[config.mk]
export PLATFORM = sky130hd
export DESIGN_NAME = fetch_stage_flat
export DESIGN_NICKNAME = d
export VERILOG_FILES = /design/src/rtl/cpu_pkg.sv /design/src/rtl/fetch_stage_if.sv /design/src/rtl/int_ctrl.sv /design/src/rtl/fetch_stage.sv /design/src/flat_wrapper.sv
export SDC_FILE = /design/constraint.sdc
export NUM_CORES = 1
export LEC_CHECK = 0
export ABC_AREA = 1
export BUFFER_PORTS_ARGS = -buffer_cell sky130_fd_sc_hd__buf_2
export CAP_MARGIN = 15
export CORE_MARGIN = 4
export CORE_UTILIZATION = 56
export CTS_CLUSTER_SIZE = 40
export DETAILED_ROUTE_END_ITERATION = 8
export GPL_TIMING_DRIVEN = 0
export PLACE_DENSITY = 0.94
export SLEW_MARGIN = 30
export SYNTH_ARGS = -nofsm -noshare
export SYNTH_HDL_FRONTEND = slang
export SYNTH_SLANG_ARGS = --single-unit
[constraint.sdc]
create_clock -name clk -period 2.9 [get_ports clk]
set_clock_uncertainty 0.05 [all_clocks]
set_input_delay 0.435 -clock clk [delete_from_list [all_inputs] [get_ports clk]]
set_output_delay 0.435 -clock clk [all_outputs]
set_load 0.005 [all_outputs]
[src/rtl/cpu_pkg.sv]
// rtl/cpu_pkg.sv - shared CPU constants, interrupt FSM states and PC helper
package cpu_pkg;

  localparam logic [31:0] RESET_PC_DEF   = 32'h0000_0000;
  localparam logic [31:0] INT_VECTOR_DEF = 32'h0000_0100;
  localparam logic [31:0] NOP_INSTR_DEF  = 32'h0000_0013;

  typedef enum logic [1:0] {
    ST_IDLE = 2'd0,
    ST_PEND = 2'd1,
    ST_ISR  = 2'd2
  } int_state_t;

  function automatic logic [31:0] pc_plus4(input logic [31:0] pc);
    return pc + 32'd4;
  endfunction

endpackage

[src/rtl/fetch_stage_if.sv]
// rtl/fetch_stage_if.sv - instruction memory bus and IF/ID register bundle
interface fetch_stage_if;

  logic [31:0] imem_addr;
  logic [31:0] imem_rdata;
  logic [31:0] instruction;
  logic [31:0] curr_pc;
  logic [31:0] next_pc;

  modport master (
    output imem_addr,
    input  imem_rdata,
    output instruction,
    output curr_pc,
    output next_pc
  );

  modport slave (
    input  imem_addr,
    output imem_rdata,
    input  instruction,
    input  curr_pc,
    input  next_pc
  );

endinterface

[src/rtl/int_ctrl.sv]
// rtl/int_ctrl.sv - interrupt pending latch, entry FSM, EPC and acknowledge pulse
module int_ctrl
  import cpu_pkg::*;
(
  input  logic        clk,
  input  logic        rst_n,
  input  logic        stall_mem,
  input  logic        rti_ex,
  input  logic        branch_taken,
  input  logic        int_req,
  input  logic        interrupt_branch_alert,
  input  logic [31:0] pc,
  output logic        entry,
  output logic [31:0] epc,
  output logic        int_ack,
  output logic        in_isr
);

  int_state_t state;
  logic       pending;

  // Entry must not collide with a redirect or a stall, nor split a branch in decode.
  assign entry  = (state == ST_PEND) && !interrupt_branch_alert &&
                  !branch_taken && !rti_ex && !stall_mem;
  assign in_isr = (state == ST_ISR);

  always_ff @(posedge clk) begin
    if (!rst_n) begin
      state   <= ST_IDLE;
      pending <= 1'b0;
      epc     <= 32'h0;
      int_ack <= 1'b0;
    end else begin
      int_ack <= entry;
      // A request arriving in the entry cycle is absorbed by that entry.
      if (entry) begin
        pending <= 1'b0;
      end else if (int_req) begin
        pending <= 1'b1;
      end

      if (entry) begin
        epc   <= pc;
        state <= ST_ISR;
      end else if (!stall_mem) begin
        case (state)
          ST_IDLE: if (pending) state <= ST_PEND;
          ST_ISR:  if (rti_ex) state <= pending ? ST_PEND : ST_IDLE;
          default: ;
        endcase
      end
    end
  end

endmodule

[src/rtl/fetch_stage.sv]
// rtl/fetch_stage.sv - PC register, redirect priority and IF/ID pipeline register
module fetch_stage
  import cpu_pkg::*;
#(
  parameter logic [31:0] RESET_PC   = RESET_PC_DEF,
  parameter logic [31:0] INT_VECTOR = INT_VECTOR_DEF,
  parameter logic [31:0] NOP_INSTR  = NOP_INSTR_DEF
) (
  input  logic                 clk,
  input  logic                 rst_n,
  input  logic                 hazard,
  input  logic                 stall_mem,
  input  logic                 branch_taken,
  input  logic [31:0]          branch_target,
  input  logic                 rti_ex,
  input  logic                 int_req,
  input  logic                 interrupt_branch_alert,
  fetch_stage_if.master        bus,
  output logic                 int_ack,
  output logic                 in_isr
);

  logic [31:0] pc;
  logic [31:0] instr_q;
  logic [31:0] curr_pc_q;
  logic [31:0] next_pc_q;
  logic [31:0] epc;
  logic        entry;

  int_ctrl u_int_ctrl (
    .clk                    (clk),
    .rst_n                  (rst_n),
    .stall_mem              (stall_mem),
    .rti_ex                 (rti_ex),
    .branch_taken           (branch_taken),
    .int_req                (int_req),
    .interrupt_branch_alert (interrupt_branch_alert),
    .pc                     (pc),
    .entry                  (entry),
    .epc                    (epc),
    .int_ack                (int_ack),
    .in_isr                 (in_isr)
  );

  assign bus.imem_addr   = pc;
  assign bus.instruction = instr_q;
  assign bus.curr_pc     = curr_pc_q;
  assign bus.next_pc     = next_pc_q;

  // Redirect priority: memory stall, return, branch, interrupt entry, load-use hold.
  always_ff @(posedge clk) begin
    if (!rst_n) begin
      pc        <= RESET_PC;
      instr_q   <= NOP_INSTR;
      curr_pc_q <= 32'h0;
      next_pc_q <= 32'h0;
    end else if (stall_mem) begin
      pc <= pc;
    end else if (rti_ex || branch_taken || entry) begin
      if (rti_ex) begin
        pc <= epc;
      end else if (branch_taken) begin
        pc <= branch_target;
      end else begin
        pc <= INT_VECTOR;
      end
      instr_q   <= NOP_INSTR;
      curr_pc_q <= 32'h0;
      next_pc_q <= 32'h0;
    end else if (!hazard) begin
      pc        <= pc_plus4(pc);
      instr_q   <= bus.imem_rdata;
      curr_pc_q <= pc;
      next_pc_q <= pc_plus4(pc);
    end
  end

endmodule

[src/flat_wrapper.sv]
// flat-port wrapper written by rule: the top's interface ports become plain ports
module fetch_stage_flat import cpu_pkg::*;
#(
  parameter logic [31:0] RESET_PC   = RESET_PC_DEF,
  parameter logic [31:0] INT_VECTOR = INT_VECTOR_DEF,
  parameter logic [31:0] NOP_INSTR  = NOP_INSTR_DEF
)
  (clk, rst_n, hazard, stall_mem, branch_taken, branch_target, rti_ex, int_req, interrupt_branch_alert, int_ack, in_isr, bus_imem_addr, bus_imem_rdata, bus_instruction, bus_curr_pc, bus_next_pc);
  fetch_stage_if bus_i ();
  input  logic clk;
  input  logic rst_n;
  input  logic hazard;
  input  logic stall_mem;
  input  logic branch_taken;
  input  logic [31:0] branch_target;
  input  logic rti_ex;
  input  logic int_req;
  input  logic interrupt_branch_alert;
  output logic int_ack;
  output logic in_isr;
  output wire logic [$bits(bus_i.imem_addr)-1:0] bus_imem_addr;
  input wire logic [$bits(bus_i.imem_rdata)-1:0] bus_imem_rdata;
  output wire logic [$bits(bus_i.instruction)-1:0] bus_instruction;
  output wire logic [$bits(bus_i.curr_pc)-1:0] bus_curr_pc;
  output wire logic [$bits(bus_i.next_pc)-1:0] bus_next_pc;
  assign bus_imem_addr = bus_i.imem_addr;
  assign bus_i.imem_rdata = bus_imem_rdata;
  assign bus_instruction = bus_i.instruction;
  assign bus_curr_pc = bus_i.curr_pc;
  assign bus_next_pc = bus_i.next_pc;
  fetch_stage #(.RESET_PC(RESET_PC), .INT_VECTOR(INT_VECTOR), .NOP_INSTR(NOP_INSTR)) u_core (.clk(clk), .rst_n(rst_n), .hazard(hazard), .stall_mem(stall_mem), .branch_taken(branch_taken), .branch_target(branch_target), .rti_ex(rti_ex), .int_req(int_req), .interrupt_branch_alert(interrupt_branch_alert), .bus(bus_i), .int_ack(int_ack), .in_isr(in_isr));
endmodule
==> impl_metrics.py <==
metrics = {
    "setup_path": {
        "endpoint_arrival_time_on_the_critical_path_ns": 2.33,
        "worst_path_maximum_fanout": 7,
        "worst_setup_path_start_kind": "flip-flop",
        "cp_data_required_time_ns": 3.18,
        "slowest_stage": "sky130_fd_sc_hd__dfxtp_1",
        "critPathKind": "reg2reg",
        "rrSetupSlack_ns": 0.84,
        "crit_path_max_incr_delay_ns": 0.45,
        "worstPathCellList": "ha_1, nand2_1, nor2_2, nand2_2, nor2_2, nand2_1, nand3_1, nand2_1, o21ai_1, inv_1",
        "ff2ff_path_depth": 10,
        "critical_path.startpoint": "u_core.bus.imem_addr[2]",
        "r2r_start": "u_core.bus.imem_addr[2]",
        "reg2reg_to": "u_core.bus.imem_addr[14]",
        "crit_path_end_kind": "flip-flop",
        "most_common_cell_type_on_the_critical_path": "sky130_fd_sc_hd__nand2_1",
    },
    "die": {
        "die_width_um": 119,
        "core.rowCount": 40,
        "initial_utilization_pct": 57.4,
        "io_pins": 202,
        "die-area_um2": 14100,
        "die-height_um": 119,
        "floorplan.core_area_um2": 12000,
    },
    "finish": {
        "synthToLayoutAreaGrowth_pct": 25.4,
        "fin_nets": 1235,
        "mostFrequentLayoutCells": "sky130_fd_sc_hd__nand2_1, sky130_fd_sc_hd__buf_2, sky130_fd_sc_hd__dfxtp_1",
        "finish.utilization_pct": 72.0,
        "antenna_cells_inserted": 0,
        "final_common_cell": "sky130_fd_sc_hd__nand2_1",
        "drive_above_1_share_pct": 24.3,
        "final_cell_area_excluding_filler_cells_um2": 8640,
    },
    "yosys": {
        "synth_top_area_share_pct": 47.1,
        "yosysSeqAreaShare_pct": 47.1,
        "post_synth_num_cell_types": 29,
        "syn_avg_cell_area_um2": 7.30,
        "synthesis.instances": 944,
        "post_synth_instance_area_um2": 6890,
        "synthesis.yosys.warnings": 0,
        "synth.top_cells.by_area": "sky130_fd_sc_hd__dfxtp_1, sky130_fd_sc_hd__nand2_1, sky130_fd_sc_hd__a21oi_1",
        "syn-num-nets": 1017,
        "ys_seq_elements": 162,
        "synth_largest_area_cell": "sky130_fd_sc_hd__dfxtp_1",
    },
    "grt": {
        "grt_antenna_before_repair": 0,
        "grt_first_pass_wirelength_um": 35900,
        "grt_overflow_total": 0,
        "grt_start_max_net_pins": 17,
        "grt_usage_pct": 31.9,
        "number_of_global_route_vias_before_repair": 7106,
    },
    "placed_design": {
        "dp_hpwl_um": 16600,
        "pre_cts_slack_ns": 0.943,
        "place_area_um2": 8070,
        "place.gp.congestion": 0.933,
        "io_buffer_count": 199,
    },
    "detailed_routing": {
        "routedWlPerCell_um": 17.2,
        "viasPerCell": 5.65,
        "drt_pre_antenna_iters": 6,
        "final_antenna_net_count": 0,
        "totalWireLength_um": 22800,
        "num_vias": 7464,
        "post-route-drc-count": 0,
        "drt-initial-drc-count": 792,
    },
    "job": {
        "max_cap_violations": 0,
    },
    "power": {
        "irDropWorstVdd_mv": 0.384,
        "p_int_mw": 3.77,
        "power.switching_mw": 1.27,
        "power_density_nw_per_um2": 583,
        "netSwitchingFraction_pct": 25.3,
        "power_leakage_nw": 3.79,
        "clock_share_of_power_pct": 43.5,
        "power.share.combinational_pct": 9.4,
        "share_seq_of_total_power_pct": 47.1,
    },
    "status": {
        "outcome": "complete, no violations",
    },
    "clock_tree": {
        "clkTransAtPathRegs_ns": 0.06,
        "ctsResizeCount": 0,
        "clock-sinks": 162,
        "cts.htree.levels": 4,
        "post-cts-setup-buffer-count": 0,
        "worstSkewPairLatency_ns": 0.43,
        "root_buffer": "sky130_fd_sc_hd__clkbuf_16",
        "cts_tree": "done",
        "clock_tree.buffer_depth": 2,
        "cts-buffers-inserted": 17,
        "post_cts_hold_buffer_count": 0,
    },
    "sta": {
        "hold_viol": 0,
        "timing.max_slew.rel_slack_pct": 56.2,
        "final.setup.worst_slack_ns": 0.845,
        "setup_total_negative_slack_ns": 0,
        "setup_repair_after_global_routing_missed_its_margin": "no",
        "max_slew.worst_pin.slew_ns": 0.658,
        "timing_max_transition_violations_final": 0,
        "final.hold.worst_slack_ns": 0.178,
        "maxClockFrequency_mhz": 487,
        "finalCritPeriodShare_pct": 70.9,
        "setup_viol": 0,
        "period_needed_ns": 2.06,
    },
    "worst_hold_path": {
        "hp-class": "in2reg",
        "timing.hold.worst_path_depth": 3,
        "holdPathEnd": "u_core.bus.instruction[4]",
        "worst_hold_startpoint": "bus_imem_rdata[4]",
    },
}
[area by class of cell]
type	count	area (um2)
fillers	919	3370
repair buffers	199	996
inverters	77	289
well taps	147	184
clock inverters	10	110
flip-flops and latches	162	3240
plain buffers	60	330
multi-input cells	645	3030
clock buffers	21	460
[state kept, by name, indices dropped and copies added, names as in the netlist]
name / flops
u_core.bus.curr_pc: 32
u_core.bus.imem_addr: 32
u_core.bus.instruction: 32
u_core.bus.next_pc: 30
u_core.u_int_ctrl.epc: 32
u_core.u_int_ctrl.int_ack: 1
u_core.u_int_ctrl.pending: 1
u_core.u_int_ctrl.state: 2
[synth_stat cells]
cell / instances
sky130_fd_sc_hd__a21oi_1: 118
sky130_fd_sc_hd__a22oi_1: 23
sky130_fd_sc_hd__a31oi_1: 7
sky130_fd_sc_hd__and2_1: 3
sky130_fd_sc_hd__buf_1: 3
sky130_fd_sc_hd__buf_2: 15
sky130_fd_sc_hd__buf_4: 13
sky130_fd_sc_hd__buf_6: 5
sky130_fd_sc_hd__clkbuf_1: 24
sky130_fd_sc_hd__dfxtp_1: 162
sky130_fd_sc_hd__ha_1: 1
sky130_fd_sc_hd__inv_1: 70
sky130_fd_sc_hd__inv_2: 7
sky130_fd_sc_hd__nand2_1: 258
sky130_fd_sc_hd__nand2_2: 4
sky130_fd_sc_hd__nand3_1: 74
sky130_fd_sc_hd__nand3_2: 1
sky130_fd_sc_hd__nand4_1: 8
sky130_fd_sc_hd__nor2_1: 41
sky130_fd_sc_hd__nor2_2: 5
sky130_fd_sc_hd__nor2_4: 4
sky130_fd_sc_hd__nor3_2: 2
sky130_fd_sc_hd__o21ai_0: 48
sky130_fd_sc_hd__o21ai_1: 32
sky130_fd_sc_hd__o221ai_1: 1
sky130_fd_sc_hd__o22ai_1: 8
sky130_fd_sc_hd__o311ai_0: 1
sky130_fd_sc_hd__or2_2: 1
sky130_fd_sc_hd__xor2_1: 5
[cell families (layout without fill, tap and decap cells)]
logic type                 Yosys count  in the layout  share of synthesized area, %
xor gates and xnor gates             5              5                         0.635
and+or+nand+nor                    401            401                          24.7
adders and majority gates            1              1                         0.181
AOI/OAI and AO/OA                  238            238                          18.5
DFF                                162            162                          47.1
buffers and inverters              137            367                          8.99
[stage by stage]
step                      total power, mW  std cells
after floorplan                      2.65        944
after global placement               2.86       1290
after detailed placement             2.87       1290
after CTS                            5.03       1321
after global routing                 5.20       1321
final                                5.04       1321
[worst max-delay path by stage]
stage          slack (ns)                   endpoint
4_1_cts              0.91   u_core.bus.imem_addr[14]
3_5_place_dp         0.94   u_core.bus.imem_addr[14]
2_1_floorplan        1.34   u_core.bus.imem_addr[14]
5_1_grt              0.72   u_core.bus.imem_addr[24]
6_report             0.84   u_core.bus.imem_addr[14]
3_3_place_gp         0.97  u_core.bus.instruction[8]
[routing by layer]
metal	share of wire (%)	global-route usage (%)	routed length (um)	vias up
met5	0	0	0	-
met4	4.0	16.3	907	0
met3	11	8.59	2580	80
met2	47	53.1	10700	485
met1	38	37.9	8620	3347
li1	-	-	-	3552
[worst max-delay path, delay by kind of cell (launching register included)]
| family | cells | cell delay, ns |
|---|---|---|
| buf+inv | 1 | 0.05 |
| compound gates | 1 | 0.13 |
| flops | 1 | 0.45 |
| fa+ha+maj | 1 | 0.21 |
| simple gates | 7 | 1.07 |
[power groups by stage]
stage	clock [mW]	combinational [mW]	sequential, mW
floorplan	0	0.251	2.40
global placement	0	0.450	2.41
detailed placement	0	0.458	2.42
CTS	2.19	0.465	2.37
global route	2.30	0.519	2.38
finish	2.19	0.473	2.37
(Power assumes the default switching activity.)
